**config.mk**
```make
export PLATFORM = sky130hd
export DESIGN_NAME = pipe_hazard_ctrl_flat
export DESIGN_NICKNAME = d
export VERILOG_FILES = /design/src/rtl/pipe_hazard_ctrl_if.sv /design/src/rtl/pipe_hazard_ctrl.sv /design/src/flat_wrapper.sv
export SDC_FILE = /design/constraint.sdc
export NUM_CORES = 1
export LEC_CHECK = 0
export CAP_MARGIN = 30
export CORE_MARGIN = 8
export CORE_UTILIZATION = 32
export DETAILED_ROUTE_END_ITERATION = 6
export HOLD_SLACK_MARGIN = 0.03
export PLACE_DENSITY = 0.52
export SYNTH_ARGS = -nofsm -noshare
export SYNTH_HDL_FRONTEND = slang
export SYNTH_SLANG_ARGS = --single-unit
```
**constraint.sdc**
```tcl
create_clock -name clk -period 2.47 [get_ports clk]
set_input_delay 0.6175 -clock clk [delete_from_list [all_inputs] [get_ports clk]]
set_output_delay 0.6175 -clock clk [all_outputs]
set_load 0.05 [all_outputs]
```
**src/rtl/pipe_hazard_ctrl_if.sv**
```systemverilog
// Decoder-side and data-memory signals of the pipeline hazard controller.
// slave is the controller itself; master is the pipeline/decoder side.
interface pipe_hazard_ctrl_if;
  logic       id_valid;
  logic [4:0] id_rs1;
  logic [4:0] id_rs2;
  logic       id_use_rs1;
  logic       id_use_rs2;
  logic [4:0] id_rd;
  logic       id_reg_write;
  logic       id_mem_read;
  logic       id_mem_write;
  logic       ex_jump_taken;
  logic       dmem_ack;

  logic       pc_write;
  logic       ifid_write;
  logic       ifid_flush;
  logic       idex_flush;
  logic       pipe_freeze;
  logic       dmem_req;
  logic [1:0] fwd_a;
  logic [1:0] fwd_b;
  logic       mem_err;

  modport master (
    output id_valid, id_rs1, id_rs2, id_use_rs1, id_use_rs2, id_rd,
           id_reg_write, id_mem_read, id_mem_write, ex_jump_taken, dmem_ack,
    input  pc_write, ifid_write, ifid_flush, idex_flush, pipe_freeze,
           dmem_req, fwd_a, fwd_b, mem_err
  );

  modport slave (
    input  id_valid, id_rs1, id_rs2, id_use_rs1, id_use_rs2, id_rd,
           id_reg_write, id_mem_read, id_mem_write, ex_jump_taken, dmem_ack,
    output pc_write, ifid_write, ifid_flush, idex_flush, pipe_freeze,
           dmem_req, fwd_a, fwd_b, mem_err
  );
endinterface

```
**src/rtl/pipe_hazard_ctrl.sv**
```systemverilog
// 5-stage pipeline sequencing: load-use stalls, jump flushes, EX forwarding
// selects and a data-memory handshake that freezes the pipe while busy.
module pipe_hazard_ctrl #(
  parameter int unsigned MEM_TIMEOUT = 15,
  parameter int unsigned CNT_W       = 8
) (
  input  logic               clk,
  input  logic               reset,
  pipe_hazard_ctrl_if.slave  ctl
);

  typedef struct packed {
    logic       v;
    logic [4:0] rd;
    logic [4:0] rs1;
    logic [4:0] rs2;
    logic       use1;
    logic       use2;
    logic       wr;
    logic       ld;
    logic       st;
  } shadow_t;

  typedef enum logic {
    S_IDLE,
    S_WAIT
  } state_e;

  shadow_t            ex_q, ex_d;
  shadow_t            mem_q, mem_d;
  shadow_t            wb_q, wb_d;
  state_e             state_q, state_d;
  logic [CNT_W-1:0]   cnt_q, cnt_d;

  logic               mem_access;
  logic               timeout;
  logic               freeze;
  logic               dmem_req_c;
  logic               mem_err_c;
  logic               load_use;
  logic               pc_write_c;
  logic               ifid_write_c;
  logic               ifid_flush_c;
  logic               idex_flush_c;
  logic [1:0]         fwd_a_c;
  logic [1:0]         fwd_b_c;

  // MEM result wins over WB; loads in MEM have no data yet, x0 never forwards.
  function automatic logic [1:0] fwd_sel(input logic [4:0] rs, input logic use_rs,
                                         input shadow_t m, input shadow_t w);
    logic [1:0] sel;
    sel = 2'b00;
    if (use_rs) begin
      if (m.v && m.wr && !m.ld && (m.rd != 5'd0) && (m.rd == rs))
        sel = 2'b10;
      else if (w.v && w.wr && (w.rd != 5'd0) && (w.rd == rs))
        sel = 2'b01;
    end
    return sel;
  endfunction

  // ---------------- shadow pipeline ----------------
  always_ff @(posedge clk) begin
    if (reset) begin
      ex_q  <= '0;
      mem_q <= '0;
      wb_q  <= '0;
    end else begin
      ex_q  <= ex_d;
      mem_q <= mem_d;
      wb_q  <= wb_d;
    end
  end

  always_comb begin
    ex_d  = ex_q;
    mem_d = mem_q;
    wb_d  = wb_q;
    if (!freeze) begin
      wb_d  = mem_q;
      mem_d = ex_q;
      if (idex_flush_c) begin
        ex_d = '0;
      end else begin
        ex_d.v    = ctl.id_valid;
        ex_d.rd   = ctl.id_rd;
        ex_d.rs1  = ctl.id_rs1;
        ex_d.rs2  = ctl.id_rs2;
        ex_d.use1 = ctl.id_use_rs1;
        ex_d.use2 = ctl.id_use_rs2;
        ex_d.wr   = ctl.id_reg_write;
        ex_d.ld   = ctl.id_mem_read;
        ex_d.st   = ctl.id_mem_write;
      end
    end
  end

  // WB only needs its destination info; the rest rides along for debug visibility.
  logic unused_wb_fields;
  assign unused_wb_fields = ^{wb_q.rs1, wb_q.rs2, wb_q.use1, wb_q.use2, wb_q.ld, wb_q.st};

  // ---------------- memory handshake FSM ----------------
  assign mem_access = mem_q.v && (mem_q.ld || mem_q.st);
  assign timeout    = (state_q == S_WAIT) && !ctl.dmem_ack
                      && (cnt_q == CNT_W'(MEM_TIMEOUT));

  always_ff @(posedge clk) begin
    if (reset) begin
      state_q <= S_IDLE;
      cnt_q   <= '0;
    end else begin
      state_q <= state_d;
      cnt_q   <= cnt_d;
    end
  end

  always_comb begin
    state_d = state_q;
    cnt_d   = cnt_q;
    case (state_q)
      S_IDLE: begin
        if (mem_access && !ctl.dmem_ack) begin
          state_d = S_WAIT;
          cnt_d   = '0;
        end
      end
      S_WAIT: begin
        if (ctl.dmem_ack || timeout) state_d = S_IDLE;
        else                         cnt_d   = cnt_q + CNT_W'(1);
      end
      default: state_d = S_IDLE;
    endcase
  end

  // Freeze starts in the request cycle itself so the access never leaves MEM.
  always_comb begin
    dmem_req_c = 1'b0;
    freeze     = 1'b0;
    mem_err_c  = 1'b0;
    case (state_q)
      S_IDLE: begin
        dmem_req_c = mem_access;
        freeze     = mem_access && !ctl.dmem_ack;
      end
      S_WAIT: begin
        dmem_req_c = 1'b1;
        freeze     = !ctl.dmem_ack && !timeout;
        mem_err_c  = timeout;
      end
      default: ;
    endcase
  end

  // ---------------- stall / flush / forwarding ----------------
  assign load_use = ex_q.v && ex_q.ld && (ex_q.rd != 5'd0) && ctl.id_valid
                    && ((ctl.id_use_rs1 && (ctl.id_rs1 == ex_q.rd))
                     || (ctl.id_use_rs2 && (ctl.id_rs2 == ex_q.rd)));

  always_comb begin
    pc_write_c   = 1'b1;
    ifid_write_c = 1'b1;
    ifid_flush_c = 1'b0;
    idex_flush_c = 1'b0;
    if (freeze) begin
      pc_write_c   = 1'b0;
      ifid_write_c = 1'b0;
    end else if (ctl.ex_jump_taken) begin
      ifid_flush_c = 1'b1;
      idex_flush_c = 1'b1;
    end else if (load_use) begin
      pc_write_c   = 1'b0;
      ifid_write_c = 1'b0;
      idex_flush_c = 1'b1;
    end
  end

  always_comb begin
    fwd_a_c = fwd_sel(ex_q.rs1, ex_q.use1, mem_q, wb_q);
    fwd_b_c = fwd_sel(ex_q.rs2, ex_q.use2, mem_q, wb_q);
  end

  assign ctl.pc_write    = pc_write_c;
  assign ctl.ifid_write  = ifid_write_c;
  assign ctl.ifid_flush  = ifid_flush_c;
  assign ctl.idex_flush  = idex_flush_c;
  assign ctl.pipe_freeze = freeze;
  assign ctl.dmem_req    = dmem_req_c;
  assign ctl.fwd_a       = fwd_a_c;
  assign ctl.fwd_b       = fwd_b_c;
  assign ctl.mem_err     = mem_err_c;

endmodule

```
**src/flat_wrapper.sv**
```systemverilog
// flat-port wrapper written by rule: the top's interface ports become plain ports
module pipe_hazard_ctrl_flat 
#(
  parameter int unsigned MEM_TIMEOUT = 15,
  parameter int unsigned CNT_W       = 8
)
  (clk, reset, ctl_id_valid, ctl_id_rs1, ctl_id_rs2, ctl_id_use_rs1, ctl_id_use_rs2, ctl_id_rd, ctl_id_reg_write, ctl_id_mem_read, ctl_id_mem_write, ctl_ex_jump_taken, ctl_dmem_ack, ctl_pc_write, ctl_ifid_write, ctl_ifid_flush, ctl_idex_flush, ctl_pipe_freeze, ctl_dmem_req, ctl_fwd_a, ctl_fwd_b, ctl_mem_err);
  pipe_hazard_ctrl_if ctl_i ();
  input  logic clk;
  input  logic reset;
  input wire logic [$bits(ctl_i.id_valid)-1:0] ctl_id_valid;
  input wire logic [$bits(ctl_i.id_rs1)-1:0] ctl_id_rs1;
  input wire logic [$bits(ctl_i.id_rs2)-1:0] ctl_id_rs2;
  input wire logic [$bits(ctl_i.id_use_rs1)-1:0] ctl_id_use_rs1;
  input wire logic [$bits(ctl_i.id_use_rs2)-1:0] ctl_id_use_rs2;
  input wire logic [$bits(ctl_i.id_rd)-1:0] ctl_id_rd;
  input wire logic [$bits(ctl_i.id_reg_write)-1:0] ctl_id_reg_write;
  input wire logic [$bits(ctl_i.id_mem_read)-1:0] ctl_id_mem_read;
  input wire logic [$bits(ctl_i.id_mem_write)-1:0] ctl_id_mem_write;
  input wire logic [$bits(ctl_i.ex_jump_taken)-1:0] ctl_ex_jump_taken;
  input wire logic [$bits(ctl_i.dmem_ack)-1:0] ctl_dmem_ack;
  output wire logic [$bits(ctl_i.pc_write)-1:0] ctl_pc_write;
  output wire logic [$bits(ctl_i.ifid_write)-1:0] ctl_ifid_write;
  output wire logic [$bits(ctl_i.ifid_flush)-1:0] ctl_ifid_flush;
  output wire logic [$bits(ctl_i.idex_flush)-1:0] ctl_idex_flush;
  output wire logic [$bits(ctl_i.pipe_freeze)-1:0] ctl_pipe_freeze;
  output wire logic [$bits(ctl_i.dmem_req)-1:0] ctl_dmem_req;
  output wire logic [$bits(ctl_i.fwd_a)-1:0] ctl_fwd_a;
  output wire logic [$bits(ctl_i.fwd_b)-1:0] ctl_fwd_b;
  output wire logic [$bits(ctl_i.mem_err)-1:0] ctl_mem_err;
  assign ctl_i.id_valid = ctl_id_valid;
  assign ctl_i.id_rs1 = ctl_id_rs1;
  assign ctl_i.id_rs2 = ctl_id_rs2;
  assign ctl_i.id_use_rs1 = ctl_id_use_rs1;
  assign ctl_i.id_use_rs2 = ctl_id_use_rs2;
  assign ctl_i.id_rd = ctl_id_rd;
  assign ctl_i.id_reg_write = ctl_id_reg_write;
  assign ctl_i.id_mem_read = ctl_id_mem_read;
  assign ctl_i.id_mem_write = ctl_id_mem_write;
  assign ctl_i.ex_jump_taken = ctl_ex_jump_taken;
  assign ctl_i.dmem_ack = ctl_dmem_ack;
  assign ctl_pc_write = ctl_i.pc_write;
  assign ctl_ifid_write = ctl_i.ifid_write;
  assign ctl_ifid_flush = ctl_i.ifid_flush;
  assign ctl_idex_flush = ctl_i.idex_flush;
  assign ctl_pipe_freeze = ctl_i.pipe_freeze;
  assign ctl_dmem_req = ctl_i.dmem_req;
  assign ctl_fwd_a = ctl_i.fwd_a;
  assign ctl_fwd_b = ctl_i.fwd_b;
  assign ctl_mem_err = ctl_i.mem_err;
  pipe_hazard_ctrl #(.MEM_TIMEOUT(MEM_TIMEOUT), .CNT_W(CNT_W)) u_core (.clk(clk), .reset(reset), .ctl(ctl_i));
endmodule
```
# Word level (Yosys, flattened, before mapping)
# Index checks and enable logic that the tools add are counted.
[word_totals]
ff_bits = 46
in_bits = 25
out_inout_bits = 11
word_cells = 84
[op_classes]
addsub = 1
eq_ne = 9
n_mux = 24
bitwise = 1
reduce_logical = 30
[ops]
columns = ["op", "count"]
rows = [
  ["5-bit == test", 6],
  ["21-bit two-way mux", 1],
  ["1-bit logical AND", 20],
  ["8-bit two-way mux", 2],
  ["8-bit one-hot mux with 2 select lines", 1],
  ["5-bit nonzero test", 3],
  ["1-bit two-way mux", 13],
  ["8-bit by 1-bit adder with 8-bit output, second input constant", 1],
  ["8-bit by 4-bit == test with 1-bit output, second input constant", 1],
  ["2-bit two-way mux", 4],
  ["1-bit one-hot mux with 2 select lines", 3],
  ["1-bit logical NOT", 3],
  ["1-bit logical OR", 3],
  ["2-bit by 1-bit != test with 1-bit output, second input constant", 1],
  ["2-bit != test, second input constant", 1],
  ["2-bit AND reduction", 1],
  ["1-bit NOT", 1],
]

# Longest topological paths before layout
[depth]
ltp_word = 8
mapped_depth = 9
depth_no_buf = 7

# Worst setup path after synthesis
# Ideal clock, no wire load.
[synth_timing]
path_kind = "reg-to-output"
startpoint = "reg u_core.mem_q[1] (netlist name)"
endpoint = "out ctl_pc_write"
arrival_time_ns = 2.689
required_time_ns = 1.852
slack_ns = -0.836
path_stages_with_launch = 10
path_buffers = 4
cell_sequence = "dfxtp_1 o21ai_1 nand2b_1 clkbuf_1 nand2_2 buf_6 inv_2 buf_2 a21oi_1 buf_4"
[synth_between]
elab_chain_len = 5
[synth_rtl]
columns = ["element", "line_no", "rtl"]
rows = [
  ["start: declaration", "pipe_hazard_ctrl.sv:30", "shadow_t mem_q, mem_d;"],
  ["start signal: assignment", "pipe_hazard_ctrl.sv:70", "mem_q <= mem_d;"],
  ["1-bit logical OR", "pipe_hazard_ctrl.sv:103", "assign mem_access = mem_q.v && (mem_q.ld || mem_q.st);"],
  ["1-bit logical AND", "pipe_hazard_ctrl.sv:103", ""],
  ["1-bit logical AND", "pipe_hazard_ctrl.sv:143", "freeze = mem_access && !ctl.dmem_ack;"],
  ["1-bit one-hot mux with 2 select lines", "pipe_hazard_ctrl.sv:140", "case (state_q)"],
  ["net ctl_pipe_freeze", "flat_wrapper.sv:26", "output wire logic [$bits(ctl_i.pipe_freeze)-1:0] ctl_pipe_freeze;"],
  ["1-bit two-way mux", "n/a", ""],
  ["end: declaration", "flat_wrapper.sv:22", "output wire logic [$bits(ctl_i.pc_write)-1:0] ctl_pc_write;"],
]
# The timed path passes the listed nets, and every way through them passes these cells.

# Final worst setup path
[layout_timing]
startpoint = "in ctl_id_rs2[3]"
endpoint = "out ctl_idex_flush"
[layout_between]
elab_chain_len = 7
[layout_rtl]
columns = ["element", "line_no", "rtl"]
rows = [
  ["start: declaration", "flat_wrapper.sv:13", "input wire logic [$bits(ctl_i.id_rs2)-1:0] ctl_id_rs2;"],
  ["5-bit == test", "pipe_hazard_ctrl.sv:157", "|| (ctl.id_use_rs2 && (ctl.id_rs2 == ex_q.rd)));"],
  ["1-bit logical AND", "pipe_hazard_ctrl.sv:157", ""],
  ["1-bit logical OR", "pipe_hazard_ctrl.sv:157", ""],
  ["1-bit logical AND", "pipe_hazard_ctrl.sv:156", "&& ((ctl.id_use_rs1 && (ctl.id_rs1 == ex_q.rd))"],
  ["1-bit two-way mux", "pipe_hazard_ctrl.sv:170", "end else if (load_use) begin"],
  ["1-bit two-way mux", "pipe_hazard_ctrl.sv:167", "end else if (ctl.ex_jump_taken) begin"],
  ["1-bit two-way mux", "pipe_hazard_ctrl.sv:164", "if (freeze) begin"],
  ["end: declaration", "flat_wrapper.sv:25", "output wire logic [$bits(ctl_i.idex_flush)-1:0] ctl_idex_flush;"],
]
# Every way passes these cells.

==> impl_metrics.prom <==
# TYPE chip_impl_metric gauge
chip_impl_metric{name="antenna_violating_nets_left",unit=""} 0
chip_impl_metric{name="die-area",unit="sq um"} 9850
chip_impl_metric{name="route.detailed.vias_per_inst",unit=""} 5.01
chip_impl_metric{name="cts.reportedPaths.clkPinSlew",unit="ns"} 0.08
chip_impl_metric{name="number_of_distinct_standard_cells_referenced_by_the_synthesized_netlist",unit=""} 40
chip_impl_metric{name="crit_path_required_time",unit="ns"} 1.85
chip_impl_metric{name="synth_edf_count",unit=""} 0
chip_impl_metric{name="number_of_antenna_violations_at_the_first_check_in_global_routing",unit=""} 0
chip_impl_info{name="dominantRegCellSynth",value="sky130_fd_sc_hd__dfxtp_1"} 1
chip_impl_metric{name="grt_max_degree",unit=""} 28
chip_impl_metric{name="p_switching",unit="W"} 0.000365
chip_impl_metric{name="slew_viol_final",unit=""} 0
chip_impl_metric{name="horizontal_extent_of_the_die",unit="microns"} 99.3
chip_impl_metric{name="num_cts_buffers",unit=""} 5
chip_impl_info{name="cts_root_buffer",value="sky130_fd_sc_hd__clkbuf_8"} 1
chip_impl_metric{name="ff2ff_path_depth",unit=""} 7
chip_impl_metric{name="area_delta_synth_final",unit="%"} 36.5
chip_impl_metric{name="clock_insertion_delay_worst_skew",unit="ns"} 0.30
chip_impl_metric{name="intPower",unit="W"} 0.00108
chip_impl_info{name="setup.worst_path.end_class",value="output port"} 1
chip_impl_metric{name="first_pass_grt_wire_length",unit="microns"} 9850
chip_impl_metric{name="final.setup.tns",unit="ns"} -0.0855
chip_impl_metric{name="clockBufferDepth",unit=""} 2
chip_impl_info{name="grt_setup_unrepaired",value="yes"} 1
chip_impl_metric{name="i_o_pin_cnt",unit=""} 36
chip_impl_info{name="violated_checks",value="negative setup slack"} 1
chip_impl_metric{name="hpwl",unit="microns"} 4340
chip_impl_metric{name="syn_avg_cell_area",unit="sq um"} 8.95
chip_impl_metric{name="num_rows",unit=""} 30
chip_impl_metric{name="via_count_of_the_first_global_routing_pass",unit=""} 1983
chip_impl_metric{name="grt_use_total",unit="%"} 12.3
chip_impl_metric{name="nets",unit=""} 326
chip_impl_metric{name="netSwitchingFraction",unit="%"} 25.2
chip_impl_metric{name="detailedRoute.firstPassIterationCount",unit=""} 4
chip_impl_info{name="most_common_library_cell_in_the_layout_ignoring_fill_and_taps",value="sky130_fd_sc_hd__nand2_1"} 1
chip_impl_metric{name="final.setup.worst_slack",unit="ns"} -0.0314
chip_impl_metric{name="globalplace.congestion",unit=""} 0.784
chip_impl_metric{name="cts.sink_count",unit=""} 46
chip_impl_metric{name="timing.final.setup_violations",unit=""} 3
chip_impl_info{name="min_from",value="u_core.mem_q[0]$_SDFFE_PP0N_"} 1
chip_impl_metric{name="synth_largest_type_area_fraction",unit="%"} 41.5
chip_impl_metric{name="netlist_area",unit="sq um"} 2220
chip_impl_info{name="synth_top_cell_by_area",value="sky130_fd_sc_hd__dfxtp_1"} 1
chip_impl_info{name="min_delay_endpoint",value="u_core.mem_q[0]$_SDFFE_PP0N_"} 1
chip_impl_metric{name="dpl_worst_slack",unit="ns"} -0.390
chip_impl_metric{name="power_frac_seq",unit="%"} 54.2
chip_impl_metric{name="worst_ir_drop_vdd",unit="uV"} 199
chip_impl_metric{name="fp.dieH",unit="microns"} 99.3
chip_impl_metric{name="drc_errors",unit=""} 0
chip_impl_metric{name="synthArstFlopShare",unit="%"} 0
chip_impl_info{name="hold_path.class",value="register to register"} 1
chip_impl_metric{name="clock_tree_skew_after_final_layout",unit="ns"} 0.0105
chip_impl_info{name="yosys-top-cells-area",value="sky130_fd_sc_hd__dfxtp_1, sky130_fd_sc_hd__xor2_1, sky130_fd_sc_hd__nand2_1"} 1
chip_impl_metric{name="synth-warning-count",unit=""} 0
chip_impl_info{name="worstSetupPathType",value="input port to output port"} 1
chip_impl_metric{name="cp_max_fo",unit=""} 2
chip_impl_metric{name="cts_htree_levels",unit=""} 2
chip_impl_metric{name="timing.slew.headroom",unit="%"} 75.2
chip_impl_info{name="run_status",value="finished, violations left"} 1
chip_impl_metric{name="worstMarginPinSlew",unit="ns"} 0.371
chip_impl_metric{name="start_util",unit="%"} 32.8
chip_impl_metric{name="final_hold_viol_count",unit=""} 0
chip_impl_metric{name="min_period",unit="ns"} 2.50
chip_impl_metric{name="global_route.overflow_total",unit=""} 0
chip_impl_info{name="layout.cells.most_common_list",value="sky130_fd_sc_hd__nand2_1, sky130_fd_sc_hd__dfxtp_1, sky130_fd_sc_hd__buf_4, sky130_fd_sc_hd__xor2_1, sky130_fd_sc_hd__a21oi_1"} 1
chip_impl_info{name="cts_tree",value="built"} 1
chip_impl_metric{name="syn_nets",unit=""} 274
chip_impl_metric{name="route.final.wire_length",unit="microns"} 5850
chip_impl_metric{name="core_area",unit="sq um"} 6760
chip_impl_metric{name="hold_path_depth",unit=""} 2
chip_impl_metric{name="first_iter_violations",unit=""} 84
chip_impl_info{name="critical_path.reg2reg.endpoint",value="u_core.ex_q[10]$_SDFFE_PP0N_"} 1
chip_impl_metric{name="arrival",unit="ns"} 1.88
chip_impl_metric{name="rrSetupSlack",unit="ns"} 0.45
chip_impl_metric{name="highest_clock_rate",unit="MHz"} 400
chip_impl_metric{name="p_per_cell_area",unit="nW/um^2"} 478
chip_impl_metric{name="port_buffers",unit=""} 35
chip_impl_metric{name="cap_violations",unit=""} 0
chip_impl_metric{name="yosys_register_bits",unit=""} 46
chip_impl_metric{name="clock_power_share",unit="%"} 33.4
chip_impl_metric{name="final_layout_size_suffix_gt1_share",unit="%"} 26.6
chip_impl_metric{name="num_vias",unit=""} 1910
chip_impl_metric{name="combinationalPowerShare",unit="%"} 12.5
chip_impl_metric{name="synth.yosys.seq_area_share",unit="%"} 41.5
chip_impl_metric{name="p_leak",unit="nW"} 1.21
chip_impl_metric{name="diode_insertion_count_for_antenna_repair",unit=""} 0
chip_impl_info{name="regToRegStartpoint",value="u_core.ex_q[18]$_SDFFE_PP0N_"} 1
chip_impl_metric{name="fin_worst_hold_slack",unit="ns"} 0.453
chip_impl_metric{name="fin_total_pwr",unit="W"} 0.00145
chip_impl_metric{name="post_synth_inst_count",unit=""} 248
chip_impl_info{name="critical_path.startpoint_type",value="input port"} 1
chip_impl_metric{name="fin_crit_sh",unit="%"} 101
chip_impl_metric{name="post_drt_wl_per_cell",unit="microns"} 15.4
## how the worst max path moves through the flow
stage | startpoint | to | slack (ns) | depth (start not counted)
floorplan | u_core.ex_q[17]$_SDFFE_PP0N_ | ctl_pc_write | -0.003 | 5
global placement | ctl_id_rs2[3] | ctl_idex_flush | -0.35 | 8
detailed placement | ctl_id_rs2[3] | ctl_idex_flush | -0.39 | 8
CTS | u_core.ex_q[15]$_SDFFE_PP0N_ | ctl_idex_flush | -0.07 | 7
global route | ctl_id_rs2[3] | ctl_idex_flush | -0.10 | 8
finish | ctl_id_rs2[3] | ctl_idex_flush | -0.03 | 8
## synth_stat cells (2+ instances only)
library cell	instances
sky130_fd_sc_hd__a21oi_1	25
sky130_fd_sc_hd__a22o_1	10
sky130_fd_sc_hd__a22o_2	3
sky130_fd_sc_hd__and2_1	4
sky130_fd_sc_hd__and3_1	2
sky130_fd_sc_hd__buf_2	4
sky130_fd_sc_hd__buf_6	3
sky130_fd_sc_hd__clkbuf_1	6
sky130_fd_sc_hd__dfxtp_1	46
sky130_fd_sc_hd__inv_1	3
sky130_fd_sc_hd__nand2_1	43
sky130_fd_sc_hd__nand3_1	7
sky130_fd_sc_hd__nand4_1	4
sky130_fd_sc_hd__nor2_1	17
sky130_fd_sc_hd__nor4_1	5
sky130_fd_sc_hd__o2111ai_1	8
sky130_fd_sc_hd__xnor2_1	11
sky130_fd_sc_hd__xor2_1	25
## timing repair
| action | CTS | global route |
|---|---|---|
| resized for setup | 38 | 16 |
| buffers inserted | 2 | 1 |
| pin swaps | 8 | 8 |
| cloned | 0 | 0 |
| hold buffers | 0 | 0 |
| setup endpoints to repair | 7 | 7 |
## critical path, cell delays in order
cell	delay (ns)
sky130_fd_sc_hd__buf_8	0.10
sky130_fd_sc_hd__xor2_2	0.17
sky130_fd_sc_hd__nor4_2	0.29
sky130_fd_sc_hd__buf_4	0.17
sky130_fd_sc_hd__a32oi_4	0.11
sky130_fd_sc_hd__nor2_4	0.14
sky130_fd_sc_hd__o21a_2	0.15
sky130_fd_sc_hd__buf_12	0.13
## cells by family (layout without fill, tap and decap cells)
kind of cell / after synthesis / in the layout / share of synthesized area (%)
xor+xnor: 36 / 36 / 14.2
simple gates: 90 / 90 / 19.2
mux: 1 / 1 / 0.508
compound gates: 56 / 56 / 19.5
fa+ha+maj: 1 / 1 / 0.564
flops: 46 / 46 / 41.5
buf+inv: 18 / 71 / 4.46
## state kept, by name, indices dropped and copies added, names as in the netlist
signal / cells
u_core.ex_q: 21
u_core.mem_q: 9
u_core.cnt_q: 8
u_core.wb_q: 7
u_core.state_q: 1
## stage by stage
step	cell area [sq um]	util, %	cells
3_3_place_gp	2850	42.1	370
4_1_cts	2950	43.7	380
5_1_grt	3030	44.8	381
3_5_place_dp	2850	42.1	370
6_report	3030	44.8	381
2_1_floorplan	2280	-	248
## final cells by class
cell class	count	area [sq um]
Sequential cell	46	936
Inverter	4	15.0
Fill cell	670	3730
Tap cell	80	100
Multi-Input combinational cell	184	1300
Clock inverter	1	5.00
Timing Repair Buffer	59	586
Clock buffer	7	86.3
## power groups by stage
stage	sequential, W	clock [W]	combinational [W]
3_3_place_gp	0.000804	0	0.000172
5_1_grt	0.000787	0.000526	0.000197
4_1_cts	0.000785	0.000499	0.000172
3_5_place_dp	0.000804	0	0.000173
2_1_floorplan	0.000796	0	0.0000937
6_report	0.000784	0.000483	0.000181
## metal layers
metal / track usage (%) / routed length [microns]
met4: 4.19 / 67
met3: 3.21 / 220
met1: 15.8 / 2910
met2: 19.5 / 2650
met5: 0 / 0
Note: power is estimated with default switching activity, not from simulation.
